**src/rtl/crtc_timing_sequencer.sv**
```systemverilog
// Programmable CRTC timing: horizontal/vertical phase FSMs fed by shadowed config registers.
// Optional macro CRTC_VBLANK_IRQ_EN adds irq_ack input and a sticky vblank_irq output.
module crtc_timing_sequencer #(
   parameter int HWIDTH = 11,
   parameter int VWIDTH = 10
) (
   input  logic              clk,
   input  logic              reset,
   input  logic              enable,
   input  logic              cfg_we,
   input  logic [2:0]        cfg_addr,
   input  logic [15:0]       cfg_data,
`ifdef CRTC_VBLANK_IRQ_EN
   input  logic              irq_ack,
   output logic              vblank_irq,
`endif
   output logic [HWIDTH-1:0] pixel_x,
   output logic [VWIDTH-1:0] line_y,
   output logic              display_en,
   output logic              hsync,
   output logic              vsync,
   output logic              line_start,
   output logic              frame_start
);

   typedef enum logic [1:0] {ACT = 2'd0, FP = 2'd1, SYNC = 2'd2, BP = 2'd3} phase_t;

   // Index order matches phase_t: [0]=ACT, [1]=FP, [2]=SYNC, [3]=BP.
   localparam logic [3:0][HWIDTH-1:0] H_DEFAULT =
      {HWIDTH'(48), HWIDTH'(96), HWIDTH'(16), HWIDTH'(640)};
   localparam logic [3:0][VWIDTH-1:0] V_DEFAULT =
      {VWIDTH'(33), VWIDTH'(2), VWIDTH'(10), VWIDTH'(480)};

   logic [3:0][HWIDTH-1:0] h_shadow, h_shadow_nxt, h_live;
   logic [3:0][VWIDTH-1:0] v_shadow, v_shadow_nxt, v_live;

   phase_t              hstate, hstate_nxt, vstate, vstate_nxt;
   logic [HWIDTH-1:0]   hcnt, hcnt_nxt;
   logic [VWIDTH-1:0]   vcnt, vcnt_nxt;

   logic [HWIDTH-1:0]   h_len;
   logic [VWIDTH-1:0]   v_len;
   logic                h_last, v_last, line_end, frame_end, load_live, run;
   logic                unused_cfg;

   function automatic logic [HWIDTH-1:0] h_len_fix(input logic [HWIDTH-1:0] d);
      return (d == '0) ? HWIDTH'(1) : d;
   endfunction

   function automatic logic [VWIDTH-1:0] v_len_fix(input logic [VWIDTH-1:0] d);
      return (d == '0) ? VWIDTH'(1) : d;
   endfunction

   function automatic phase_t next_phase(input phase_t p);
      case (p)
         ACT:     return FP;
         FP:      return SYNC;
         SYNC:    return BP;
         default: return ACT;
      endcase
   endfunction

   assign unused_cfg = ^cfg_data;

   // Post-write shadow view; the live copy takes this so a write on the copy clk is included.
   always_comb begin
      h_shadow_nxt = h_shadow;
      v_shadow_nxt = v_shadow;
      if (cfg_we) begin
         if (!cfg_addr[2])
            h_shadow_nxt[cfg_addr[1:0]] = h_len_fix(cfg_data[HWIDTH-1:0]);
         else
            v_shadow_nxt[cfg_addr[1:0]] = v_len_fix(cfg_data[VWIDTH-1:0]);
      end
   end

   assign h_len     = h_live[hstate];
   assign v_len     = v_live[vstate];
   assign h_last    = (hcnt == h_len - HWIDTH'(1));
   assign v_last    = (vcnt == v_len - VWIDTH'(1));
   assign line_end  = (hstate == BP) && h_last;
   assign frame_end = line_end && (vstate == BP) && v_last;
   assign load_live = !enable || frame_end;

   always_ff @(posedge clk or posedge reset) begin
      if (reset) begin
         h_shadow <= H_DEFAULT;
         v_shadow <= V_DEFAULT;
         h_live   <= H_DEFAULT;
         v_live   <= V_DEFAULT;
      end else begin
         h_shadow <= h_shadow_nxt;
         v_shadow <= v_shadow_nxt;
         if (load_live) begin
            h_live <= h_shadow_nxt;
            v_live <= v_shadow_nxt;
         end
      end
   end

   always_ff @(posedge clk or posedge reset) begin
      if (reset) begin
         hstate <= ACT;
         vstate <= ACT;
         hcnt   <= '0;
         vcnt   <= '0;
      end else begin
         hstate <= hstate_nxt;
         vstate <= vstate_nxt;
         hcnt   <= hcnt_nxt;
         vcnt   <= vcnt_nxt;
      end
   end

   always_comb begin
      hstate_nxt = hstate;
      vstate_nxt = vstate;
      hcnt_nxt   = hcnt;
      vcnt_nxt   = vcnt;
      if (!enable) begin
         hstate_nxt = ACT;
         vstate_nxt = ACT;
         hcnt_nxt   = '0;
         vcnt_nxt   = '0;
      end else begin
         if (h_last) begin
            hstate_nxt = next_phase(hstate);
            hcnt_nxt   = '0;
         end else begin
            hcnt_nxt   = hcnt + HWIDTH'(1);
         end
         // Vertical moves only on the last clk of a line, so vsync lines up with line_start.
         if (line_end) begin
            if (v_last) begin
               vstate_nxt = next_phase(vstate);
               vcnt_nxt   = '0;
            end else begin
               vcnt_nxt   = vcnt + VWIDTH'(1);
            end
         end
      end
   end

`ifdef CRTC_VBLANK_IRQ_EN
   logic vblank_set;
   assign vblank_set = enable && line_end && (vstate == ACT) && v_last;

   always_ff @(posedge clk or posedge reset) begin
      if (reset)
         vblank_irq <= 1'b0;
      else if (vblank_set)
         vblank_irq <= 1'b1;
      else if (irq_ack)
         vblank_irq <= 1'b0;
   end
`endif

   // Outputs decode registered state directly; reset is included so they read 0 while it is held.
   assign run         = enable && !reset;
   assign pixel_x     = (run && hstate == ACT) ? hcnt : '0;
   assign line_y      = (run && vstate == ACT) ? vcnt : '0;
   assign display_en  = run && (hstate == ACT) && (vstate == ACT);
   assign hsync       = run && (hstate == SYNC);
   assign vsync       = run && (vstate == SYNC);
   assign line_start  = run && (hstate == ACT) && (hcnt == '0);
   assign frame_start = line_start && (vstate == ACT) && (vcnt == '0);

endmodule

```
**config.mk**
```make
export PLATFORM = sky130hd
export DESIGN_NAME = crtc_timing_sequencer
export DESIGN_NICKNAME = d
export VERILOG_FILES = /design/src/rtl/crtc_timing_sequencer.sv
export SDC_FILE = /design/constraint.sdc
export NUM_CORES = 1
export LEC_CHECK = 0
export ABC_AREA = 1
export CAP_MARGIN = 25
export CELL_PAD_IN_SITES_DETAIL_PLACEMENT = 0
export CELL_PAD_IN_SITES_GLOBAL_PLACEMENT = 1
export CORE_MARGIN = 1.5
export CORE_UTILIZATION = 45
export DETAILED_ROUTE_END_ITERATION = 8
export MAX_ROUTING_LAYER = met4
export PLACE_DENSITY = 0.77
export SETUP_SLACK_MARGIN = 0.05
export SYNTH_ARGS = -nofsm -noshare
export SYNTH_HDL_FRONTEND = slang
export SYNTH_SLANG_ARGS = --single-unit
```
**constraint.sdc**
```tcl
create_clock -name clk -period 10.2 [get_ports clk]
set_clock_uncertainty 0.2 [all_clocks]
set_input_delay 1.53 -clock clk [delete_from_list [all_inputs] [get_ports clk]]
set_output_delay 1.53 -clock clk [all_outputs]
set_load 0.02 [all_outputs]
```
==> results of run 1 <==
## cell usage after synthesis, drive strengths merged
cell type and n:
ha 12, nand2 471, a31oi 4, o211ai 1
o22ai 1, clkbuf 29, nand3b 1, nor2 92
xor2 17, nor4b 1, inv 81, dfrtp 161
nand3 95, xnor2 3, nor3b 2, xnor3 1
o21ai 75, a21oi 15, nor3 7, dfstp 32
o21bai 1, nor4 8, buf 37, nand4 93
clkinv 1
## area by class of cell
| type | instances | area share |
|---|---|---|
| Timing Repair Buffer | 52 | 0.0462 |
| Inverter | 82 | 0.0293 |
| Clock buffer | 17 | 0.0395 |
| Multi-Input combinational cell | 900 | 0.386 |
| Sequential cell | 193 | 0.452 |
| Clock inverter | 15 | 0.0153 |
| Tap cell | 275 | 0.0319 |
## cells by family after synthesis
| kind of cell | after synthesis |
|---|---|
| buf+inv | 148 |
| simple gates | 770 |
| xor+xnor | 21 |
| flops | 193 |
| fa+ha+maj | 12 |
| compound gates | 97 |
## how the worst max path moves through the flow
stage | startpoint | end | slack [ns] | depth (start not counted)
3_3_place_gp | enable | frame_start | 4.01 | 5
4_1_cts | enable | frame_start | 3.97 | 5
6_report | enable | frame_start | 4.02 | 5
2_1_floorplan | reset | frame_start | 0.77 | 4
3_5_place_dp | enable | frame_start | 3.99 | 5
5_1_grt | enable | frame_start | 3.76 | 5
## through the flow
stage | instances | utilization
6_report | 1534 | 0.512
5_1_grt | 1534 | 0.512
4_1_cts | 1534 | 0.512
3_5_place_dp | 1502 | 0.484
3_3_place_gp | 1502 | 0.484
2_1_floorplan | 1241 | -
## registers in the layout (all words and copies together) (netlist names)
register and count:
h_live 44, h_shadow 44, hcnt 11, hstate 2
v_live 40, v_shadow 40, vcnt 10, vstate 2
## metal layers
metal / vias to the layer above / GRT usage / part of all wire / wire length, um
met2: 166 / 0.361 / 0.45 / 11200
met1: 3844 / 0.356 / 0.50 / 12400
met5: - / - / 0 / 0
li1: 4062 / - / - / -
met3: 25 / 0.0306 / 0.042 / 1050
met4: 0 / 0.0698 / 0.014 / 360
## power breakdown
part           switching, mW  internal (mW)
clock                  0.327          0.350
sequential            0.0760          0.942
combinational          0.482          0.235
total                  0.885           1.53
## worst max-delay path, cell delays in order
cell                              delay [ns]
sky130_fd_sc_hd__clkdlybuf4s50_1        1.01
sky130_fd_sc_hd__nand3_1                0.54
sky130_fd_sc_hd__nor3_1                 0.41
sky130_fd_sc_hd__nor4b_1                0.29
sky130_fd_sc_hd__clkdlybuf4s50_1        0.66
==> summary.txt, run 1 <==
Finish
  – Count of inserted antenna diode cells: 0
  – Commonest non-fill, non-tap cells in the layout: 467 x sky130_fd_sc_hd__nand2_1, 161 x sky130_fd_sc_hd__dfrtp_1, 94 x sky130_fd_sc_hd__nand3_1
  – Total area of multi-input combinational cells: 0.00415 mm2
  – Most common cell after layout, fill and taps aside: sky130_fd_sc_hd__nand2_1
  – Layout net count: roughly 1.3k
  – Storage element area: about 0.0049 mm2
  – Layout cells sized above 1: 0.0675
  – Area added between synthesis and finish: 11.7%
  – Filler cell count: 2059
  – Final non-filler cell area: between 0.01 and 0.015 mm2

STA
  – Tightest slew margin relative to the limit: 0.302
  – Share of the cycle needed by the critical path after routing: 0.605
  – Final count of hold timing violations: 0
  – Number of setup violations in the final report: 0
  – Final min period: 6.18 ns
  – Worst-Margin Slew: between 1 and 1.5 ns
  – Unrepaired setup endpoints after global routing: no
  – Final Max Slew Viols: 0
  – Max frequency: approximately 0.16 GHz
  – Worst hold margin: 0.265 ns
  – Setup WS post-layout: 4.02 ns
  – Final setup TNS: 0 ns

Flow run
  – Max Cap Violations: 0

Hold path
  – Class of the tightest hold or removal check: reg2reg
  – End point of the most critical hold path: v_live[11]
  – Cells on Worst Hold Path: 2
  – Hold Startpoint: v_live[11]

Pwr
  – Overall power consumption: 2.41 mW
  – Cell Pwr Density: 224 mW/mm2
  – Standby leakage power: between 5 and 6 nW
  – Worst vdd rail ir drop: approximately 130 uV

Status
  – Result of the run: complete, no violations

CTS
  – Insertion delay of the later-clocked pin in the worst-skew pair: between 0.4 and 0.5 ns
  – TritonCTS clock tree: done
  – Post-cts gate resize count: 0
  – Longest Clk Path Bufs: 2
  – Htree depth: 4
  – Num CTS Buffers: 17
  – Clock tree sinks: 193
  – Post-cts hold buffer count: 0
  – Cell at the root of the clock tree: sky130_fd_sc_hd__clkbuf_16
  – CTS clk-pin slew, worst paths: around 0.07 ns
  – # Post-CTS Setup Buffers: 0

Logic synthesis
  – Net count after synthesis: 1276
  – Synth Area in Simple Gates: 0.343
  – Cells after synthesis: approximately 1.2k
  – Area of the mapped netlist: 0.00964 mm2
  – Synthesized-area fraction occupied by xor and xnor cells: 0.0205
  – Synth Area in Adders: 0.0156
  – Number of register bits inferred by synthesis: around 190
  – Most area-consuming cells after synthesis: sky130_fd_sc_hd__dfrtp_1 42%, sky130_fd_sc_hd__nand2_1 18%, sky130_fd_sc_hd__dfstp_2 8.7%
  – Sequential fraction of the synthesis area: 0.505
  – Largest area contributor in the synthesized netlist: sky130_fd_sc_hd__dfrtp_1
  – Number of distinct library cells after synthesis: 33
  – Area fraction of the dominant cell type after synthesis: 0.418
  – Dominant combinational cell family by area after synthesis: simple AND/OR/NAND/NOR gates
  – Synth Area per Inst: 7.77 um2
  – Synth warn: 0
  – Compound-Gate Fraction of Synth Area: 0.0515
  – Share of cell area taken by muxes after synthesis: 0

Critical path
  – Crit Path Class: in2out
  – R2r setup slk: 5.37 ns
  – RR Startpoint: hstate[0]
  – Startpoint Class: input pin
  – Critical Path AT: 4.45 ns
  – Maximum fanout along the worst path: 21
  – Count of cells along the worst register-to-register path: 22
  – Reg-to-reg endpoint: v_live[10]
  – Setup crit end kind: output pin
  – CP Data Required Time: 8.47 ns

Floorplanning
  – Die X: 149 um
  – Starting density of the core: 0.459
  – Height of the die: roughly 150 um
  – Total I/O pin count: 49
  – Area of the core region: between 0.02 and 0.025 mm2
  – Die footprint: ~0.022 mm2
  – Count of standard-cell rows: 53

Drt
  – Detailed Route Iter0 Violations: between 600 and 700
  – Antenna-violating nets left: 0
  – Average routed wire per standard cell: between 15 and 20 um
  – First-pass iteration count of the detailed router: 5
  – Total wirelength of the detailed-routed design: 25000 um
  – DR DRC count: 0
  – Routed vias: between 8k and 9k
  – Post-detailed-route via-to-cell ratio: roughly 5.3

GRT
  – Global-route wire length before repair: 41600 um
  – Global route total overflow: 0
  – Largest net degree at the start of global routing: a little under 90
  – Via count of the first global-routing pass: slightly below 8k
  – Total global routing track utilization: 0.246
  – Number of antenna violations at the first check in global routing: 0

Placement
  – Placement-stage worst setup slack: 3.99 ns
  – IO Port Bufs: between 40 and 50
  – Weighted congestion at the end of routability-driven global placement: 0.823
  – Placed standard-cell area: 0.0102 mm2
  – DPL Wire Length: between 15000 and 20000 um
No activity file was read; power rests on OpenSTA's default activity.
==> run 2, diff against run 1 <==
Settings changed: CORE_UTILIZATION 45 to 41, PLACE_DENSITY 0.77 to 0.74.
Clock period 10.2 ns to 5.14 ns, I/O delays scaled along.
==> summary.txt, run 2 (synthesis results as in run 1) <==
Drt
  – Average routed wire per standard cell: 15.8 um (-2.7%)
  – Routed vias: 8054 (-0.53%)
  – Total wirelength of the detailed-routed design: 25000 um (+0.20%)
  – First-pass iteration count of the detailed router: 5 (unchanged)
  – Post-detailed-route via-to-cell ratio: 5.10 (-3.4%)
  – Detailed Route Iter0 Violations: 517 (-17%)
  – Antenna-violating nets left: 0 (unchanged)
  – DR DRC count: 0 (unchanged)

STA
  – Final min period: just over 4 ns
  – Unrepaired setup endpoints after global routing: no
  – Setup WS post-layout: 1.06 ns (-2.96 ns)
  – Tightest slew margin relative to the limit: 0.291 (-0.0112)
  – Share of the cycle needed by the critical path after routing: 0.794
  – Final Max Slew Viols: 0 (unchanged)
  – Worst hold margin: 0.263 ns (-0.00169 ns)
  – Number of setup violations in the final report: 0 (unchanged)
  – Final count of hold timing violations: 0 (unchanged)
  – Final setup TNS: 0 ns (unchanged)
  – Worst-Margin Slew: 1.06 ns (+0.0168 ns)
  – Max frequency: 0.245 GHz

Finish
  – Top flop regs: h_live (44), h_shadow (44)
  – Count of non-filler cells in the finished layout: 1580 (+3.0%)
  – Filler cell count: 2328 (+13%)
  – Storage element area: 0.00487 mm2 (unchanged)
  – Count of inserted antenna diode cells: 0 (unchanged)
  – Layout net count: 1289 (+0.62%)
  – Most common cell after layout, fill and taps aside: sky130_fd_sc_hd__nand2_1
  – Layout cells sized above 1: 0.0797 (+0.0122)
  – Area added between synthesis and finish: 13.8%
  – Total area of multi-input combinational cells: 0.00421 mm2 (+1.3%)
  – Commonest non-fill, non-tap cells in the layout: 467 x sky130_fd_sc_hd__nand2_1, 161 x sky130_fd_sc_hd__dfrtp_1, 94 x sky130_fd_sc_hd__nand3_1

Critical path
  – Most frequent CP cell: sky130_fd_sc_hd__clkdlybuf4s50_1
  – Largest delay share family, worst path: buffers and inverters
  – Max stage delay on crit path: 0.64 ns (-0.37 ns)
  – Buffers and inverters on the worst path: 4 (+2)
  – Reg-to-reg endpoint: vcnt[3]
  – RR Startpoint: hstate[0]
  – Maximum fanout along the worst path: 14 (-33%)
  – Sequence of cells on the critical path: clkdlybuf4s50_1, clkinvlp_4, nand3_1, buf_4, nor3_2, nor4b_2, clkdlybuf4s50_1
  – Crit Path Class: in2out
  – R2r setup slk: 1.64 ns (-3.73 ns)
  – Critical-path cell with the highest stage delay: sky130_fd_sc_hd__clkdlybuf4s50_1
  – Startpoint Class: input pin
  – Count of cells along the worst register-to-register path: 20 (-9.1%)
  – Critical Path AT: 3.11 ns (-1.34 ns)
  – CP Data Required Time: 4.17 ns (-4.30 ns)
  – Setup crit end kind: output pin

Floorplanning
  – Height of the die: 156 um (+4.7%)
  – Area of the core region: 0.0228 mm2 (+8.7%)
  – Count of standard-cell rows: 55 (+3.8%)
  – Die X: 156 um (+4.7%)
  – Die footprint: 0.0244 mm2 (+9.6%)
  – Starting density of the core: 0.422 (-0.0366)
  – Total I/O pin count: 49 (unchanged)

CTS
  – TritonCTS clock tree: done
  – CTS clk-pin slew, worst paths: 0.07 ns (about the same)
  – Cell at the root of the clock tree: sky130_fd_sc_hd__clkbuf_16
  – Post-cts hold buffer count: 0 (unchanged)
  – Post-cts gate resize count: 0 (unchanged)
  – # Post-CTS Setup Buffers: 0 (unchanged)
  – Insertion delay of the later-clocked pin in the worst-skew pair: 0.43 ns (about the same)
  – Clock tree sinks: 193 (unchanged)
  – Longest Clk Path Bufs: 2 (unchanged)
  – Htree depth: 4 (unchanged)
  – Num CTS Buffers: 17 (unchanged)

Pwr
  – Power dissipated by switching net loads: 1.74 mW (+97%)
  – Clock group share of total power: 0.283 (+0.002)
  – Switching share of power: 0.360 (-0.00631)
  – Share of total power in sequential cells: 0.413 (-0.009)
  – Standby leakage power: 5.28 nW (+0.93%)
  – Fraction of power consumed by combinational cells: 0.304 (+0.007)
  – Worst vdd rail ir drop: 233 uV (+79%)
  – Internal power: 3.09 mW (+100%)
  – Cell Pwr Density: 441 mW/mm2 (+97%)

GRT
  – Via count of the first global-routing pass: 7621 (-1.5%)
  – Largest net degree at the start of global routing: 184 (+110%)
  – Number of antenna violations at the first check in global routing: 0 (unchanged)
  – Total global routing track utilization: 0.225 (-0.0209)
  – Global-route wire length before repair: 41400 um (-0.43%)
  – Global route total overflow: 0 (unchanged)

Placement
  – Weighted congestion at the end of routability-driven global placement: 0.808 (-1.8%)
  – Cell total after placement: 1548 (+3.1%)
  – DPL Wire Length: 15500 um (+2.8%)
  – IO Port Bufs: 43 (unchanged)
  – Placement-stage worst setup slack: 0.998 ns (-2.99 ns)

Hold path
  – Hold Startpoint: h_live[37]
  – Cells on Worst Hold Path: 2 (unchanged)
  – End point of the most critical hold path: h_live[37]
  – Class of the tightest hold or removal check: reg2reg

Status
  – Result of the run: complete, no violations

Flow run
  – Max Cap Violations: 0 (unchanged)
-- run 2: cell types whose count changed in the layout (fill, tap and decap cells not counted), sizes merged --
| cell | change |
|---|---|
| buf | +8 |
| clkinv | -3 |
| bufinv | +1 |
| clkbuf | +1 |
| clkinvlp | +1 |
-- run 2: worst max-delay path by stage --
stage / start / endpoint / slack (ns) / depth (start not counted)
floorplan: reset / line_y[0] / -0.46 / 3
detailed placement: reset / frame_start / 1.0 / 7
global route: reset / frame_start / 0.93 / 7
CTS: reset / frame_start / 1.00 / 7
global placement: reset / frame_start / 1.02 / 7
finish: reset / frame_start / 1.06 / 7
-- run 2: cell type report --
cell class / instances / share of cell area
clock buffer: 18 / 0.0391
clock inverter: 14 / 0.0153
inverter: 82 / 0.0284
multi-input combinational: 900 / 0.383
sequential: 193 / 0.444
tap: 313 / 0.0357
timing repair buffer: 60 / 0.0543
-- run 2: power by group through the flow --
stage	sequential, mW	combinational, mW	clock [mW]
2_1_floorplan	2.00	1.13	0
3_3_place_gp	2.02	1.46	0
3_5_place_dp	2.02	1.47	0
4_1_cts	2.00	1.48	1.40
5_1_grt	2.04	1.71	1.47
6_report	2.00	1.47	1.37
-- run 2: tightest hold or removal path: stages (launching register included) --
cell	delay (ns)
sky130_fd_sc_hd__dfstp_2	0.37
sky130_fd_sc_hd__nand2_1	0.05
sky130_fd_sc_hd__nand2_1	0.04
-- run 2: layer usage --
metal / vias up / track usage / wire length [um] / part of all wire
met5: - / - / 0 / 0
met4: 0 / 0.0490 / 225 / 0.0090
met3: 13 / 0.0296 / 691 / 0.028
met2: 118 / 0.341 / 11200 / 0.45
met1: 3837 / 0.322 / 12900 / 0.51
li1: 4086 / - / - / -
-- run 2: through the flow --
step,power (mW),instance area [um2],util
after floorplan,3.13,9710,-
after global placement,3.48,10400,0.454
after detailed placement,3.50,10400,0.454
after CTS,4.88,11000,0.480
after global routing,5.21,11000,0.480
final,4.84,11000,0.480
==> run 3, diff against run 2 <==
Settings changed: CORE_UTILIZATION 41 to 45, PLACE_DENSITY 0.74 to 0.77.
Clock period 5.14 ns to 4.18 ns, I/O delays scaled along.
==> summary.txt, run 3 (synthesis results as in run 1) <==
Critical path
  – Startpoint Class: register
  – Critical Path AT: 2.83 ns (-0.28 ns)
  – Max stage delay on crit path: 0.62 ns (-0.02 ns)
  – Maximum fanout along the worst path: 13 (-1)
  – Sequence of cells on the critical path: inv_2, buf_4, ha_1, nand3_1, nor2_1, clkdlybuf4s50_1
  – Setup crit end kind: output pin
  – Crit Path Class: reg2out
  – CP Data Required Time: 3.35 ns (-0.82 ns)
  – Critical-path cell with the highest stage delay: sky130_fd_sc_hd__clkdlybuf4s50_1

Drt
  – Total wirelength of the detailed-routed design: 25000 um (about the same)
  – Post-detailed-route via-to-cell ratio: 5.28 (+3.5%)
  – DR DRC count: 0 (unchanged)
  – Antenna-violating nets left: 0 (unchanged)
  – Detailed Route Iter0 Violations: 631 (+22%)
  – Average routed wire per standard cell: 16.1 um (+1.8%)
  – First-pass iteration count of the detailed router: 7 (+2)
  – Routed vias: 8194 (+1.7%)

Floorplanning
  – Area of the core region: 0.0210 mm2 (-8.0%)
  – Count of standard-cell rows: 53 (-3.6%)
  – Height of the die: 149 um (-4.5%)
  – Die X: 149 um (-4.5%)
  – Total I/O pin count: 49 (unchanged)
  – Die footprint: 0.0223 mm2 (-8.7%)
  – Starting density of the core: 0.459 (+0.0366)

STA
  – Share of the cycle needed by the critical path after routing: 0.875
  – Final setup TNS: 0 ns (unchanged)
  – Worst-Margin Slew: 1.04 ns (-0.0256 ns)
  – Unrepaired setup endpoints after global routing: no
  – Tightest slew margin relative to the limit: 0.308 (+0.0171)
  – Final count of hold timing violations: 0 (unchanged)
  – Max frequency: 0.273 GHz
  – Number of setup violations in the final report: 0 (unchanged)
  – Final Max Slew Viols: 0 (unchanged)
  – Final min period: between 3 and 4 ns
  – Worst hold margin: 0.264 ns (+0.000935 ns)

GRT
  – M1 GR Usage: 0.354 (+0.0317)
  – Largest net degree at the start of global routing: 182 (-1.1%)
  – Global-route wire length before repair: 42100 um (+1.5%)
  – Global route total overflow: 0 (unchanged)
  – Via count of the first global-routing pass: 7818 (+2.6%)
  – Grt met2 use: 0.385 (+0.0445)
  – Most used routing layer in global routing: met2
  – Number of antenna violations at the first check in global routing: 0 (unchanged)
  – Met3 layer usage reported by global route: 0.0333 (+0.00370)
  – Total global routing track utilization: 0.250 (+0.0259)

Placement
  – DPL Wire Length: 16300 um (+5.0%)
  – Weighted congestion at the end of routability-driven global placement: 0.821 (+1.6%)
  – IO Port Bufs: 43 (unchanged)

CTS
  – CTS clk-pin slew, worst paths: 0.07 ns (about the same)
  – Longest Clk Path Bufs: 2 (unchanged)
  – Num CTS Buffers: 17 (unchanged)
  – Clock tree sinks: 193 (unchanged)
  – Insertion delay of the later-clocked pin in the worst-skew pair: 0.43 ns (about the same)
  – Cell at the root of the clock tree: sky130_fd_sc_hd__clkbuf_16
  – # Post-CTS Setup Buffers: 0 (unchanged)
  – Post-cts hold buffer count: 0 (unchanged)
  – TritonCTS clock tree: done
  – Post-cts gate resize count: 0 (unchanged)
  – Htree depth: 4 (unchanged)

Finish
  – Final core occ: 0.526 (+0.0455)
  – Layout cells sized above 1: 0.0869 (+0.00714)
  – Top flop regs: h_live (44), h_shadow (44)
  – Area added between synthesis and finish: 14.7%
  – Most common cell after layout, fill and taps aside: sky130_fd_sc_hd__nand2_1
  – Layout net count: 1300 (+0.85%)
  – Count of inserted antenna diode cells: 0 (unchanged)
  – Commonest non-fill, non-tap cells in the layout: 467 x sky130_fd_sc_hd__nand2_1, 161 x sky130_fd_sc_hd__dfrtp_1, 94 x sky130_fd_sc_hd__nand3_1

Hold path
  – Class of the tightest hold or removal check: reg2reg

Pwr
  – Worst vdd rail ir drop: 311 uV (+33%)
  – Cell Pwr Density: 539 mW/mm2 (+22%)
  – Overall power consumption: 5.95 mW (+23%)
  – Standby leakage power: 5.35 nW (+1.4%)

Flow run
  – Max Cap Violations: 0 (unchanged)

Status
  – Result of the run: complete, no violations
-- run 3: cell count changes in the layout (fill, tap and decap cells not counted) --
cell,previous run,this run
sky130_fd_sc_hd__clkbuf_8,0,1
sky130_fd_sc_hd__inv_8,2,0
sky130_fd_sc_hd__clkinv_2,0,1
sky130_fd_sc_hd__clkinv_4,0,5
sky130_fd_sc_hd__buf_12,3,7
sky130_fd_sc_hd__clkinvlp_4,3,2
sky130_fd_sc_hd__buf_4,14,21
sky130_fd_sc_hd__nor2_2,5,4
sky130_fd_sc_hd__inv_6,8,4
sky130_fd_sc_hd__nor2_1,82,83
-- run 3: worst max-delay path: cells and delay by family, from the launching register on --
| family | cells | cell delay (ns) |
|---|---|---|
| buffers and inverters | 3 | 1.14 |
| DFF | 1 | 0.54 |
| and+or+nand+nor | 2 | 0.46 |
| adders and majority gates | 1 | 0.27 |
-- run 3: area by class of cell --
type | count | area [um2]
fillers | 2075 | 9970
flip-flops and latches | 193 | 4870
multi-input cells | 900 | 4210
repair buffers | 71 | 728
clock buffers | 19 | 443
well taps | 275 | 344
inverters | 82 | 312
clock inverters | 13 | 151
-- run 3: worst paths after layout --
| kind | from | slack [ns] | cells past startpoint | endpoint |
|---|---|---|---|---|
| min | v_live[7] | 0.26 | 2 | v_live[7] |
| max reg2reg | vstate[0] | 0.72 | 19 | h_live[13] |
| min reg2reg | v_live[7] | 0.26 | 2 | v_live[7] |
| max | vstate[0] | 0.52 | 6 | line_y[4] |
| min in group asynchronous | reset | 0.62 | 3 | vcnt[3] |
| max in group asynchronous | reset | 2.19 | 3 | v_shadow[33] |
-- run 3: power by group --
part | switching [mW] | internal, mW
sequential | 0.176 | 2.30
clock | 0.747 | 0.910
combinational | 1.21 | 0.614
-- run 3: routing by layer --
metal / wire (um) / share of wire
met2: 11500 / 0.46
met4: 295 / 0.012
met5: 0 / 0
met3: 971 / 0.039
met1: 12300 / 0.49
-- run 3: stage by stage --
stage	area (um2)	setup slack (ns)	instances
floorplan	9710	-1.13	1241
global placement	10500	0.671	1521
detailed placement	10500	0.645	1521
CTS	11100	0.490	1553
global route	11100	0.314	1553
finish	11100	0.522	1553
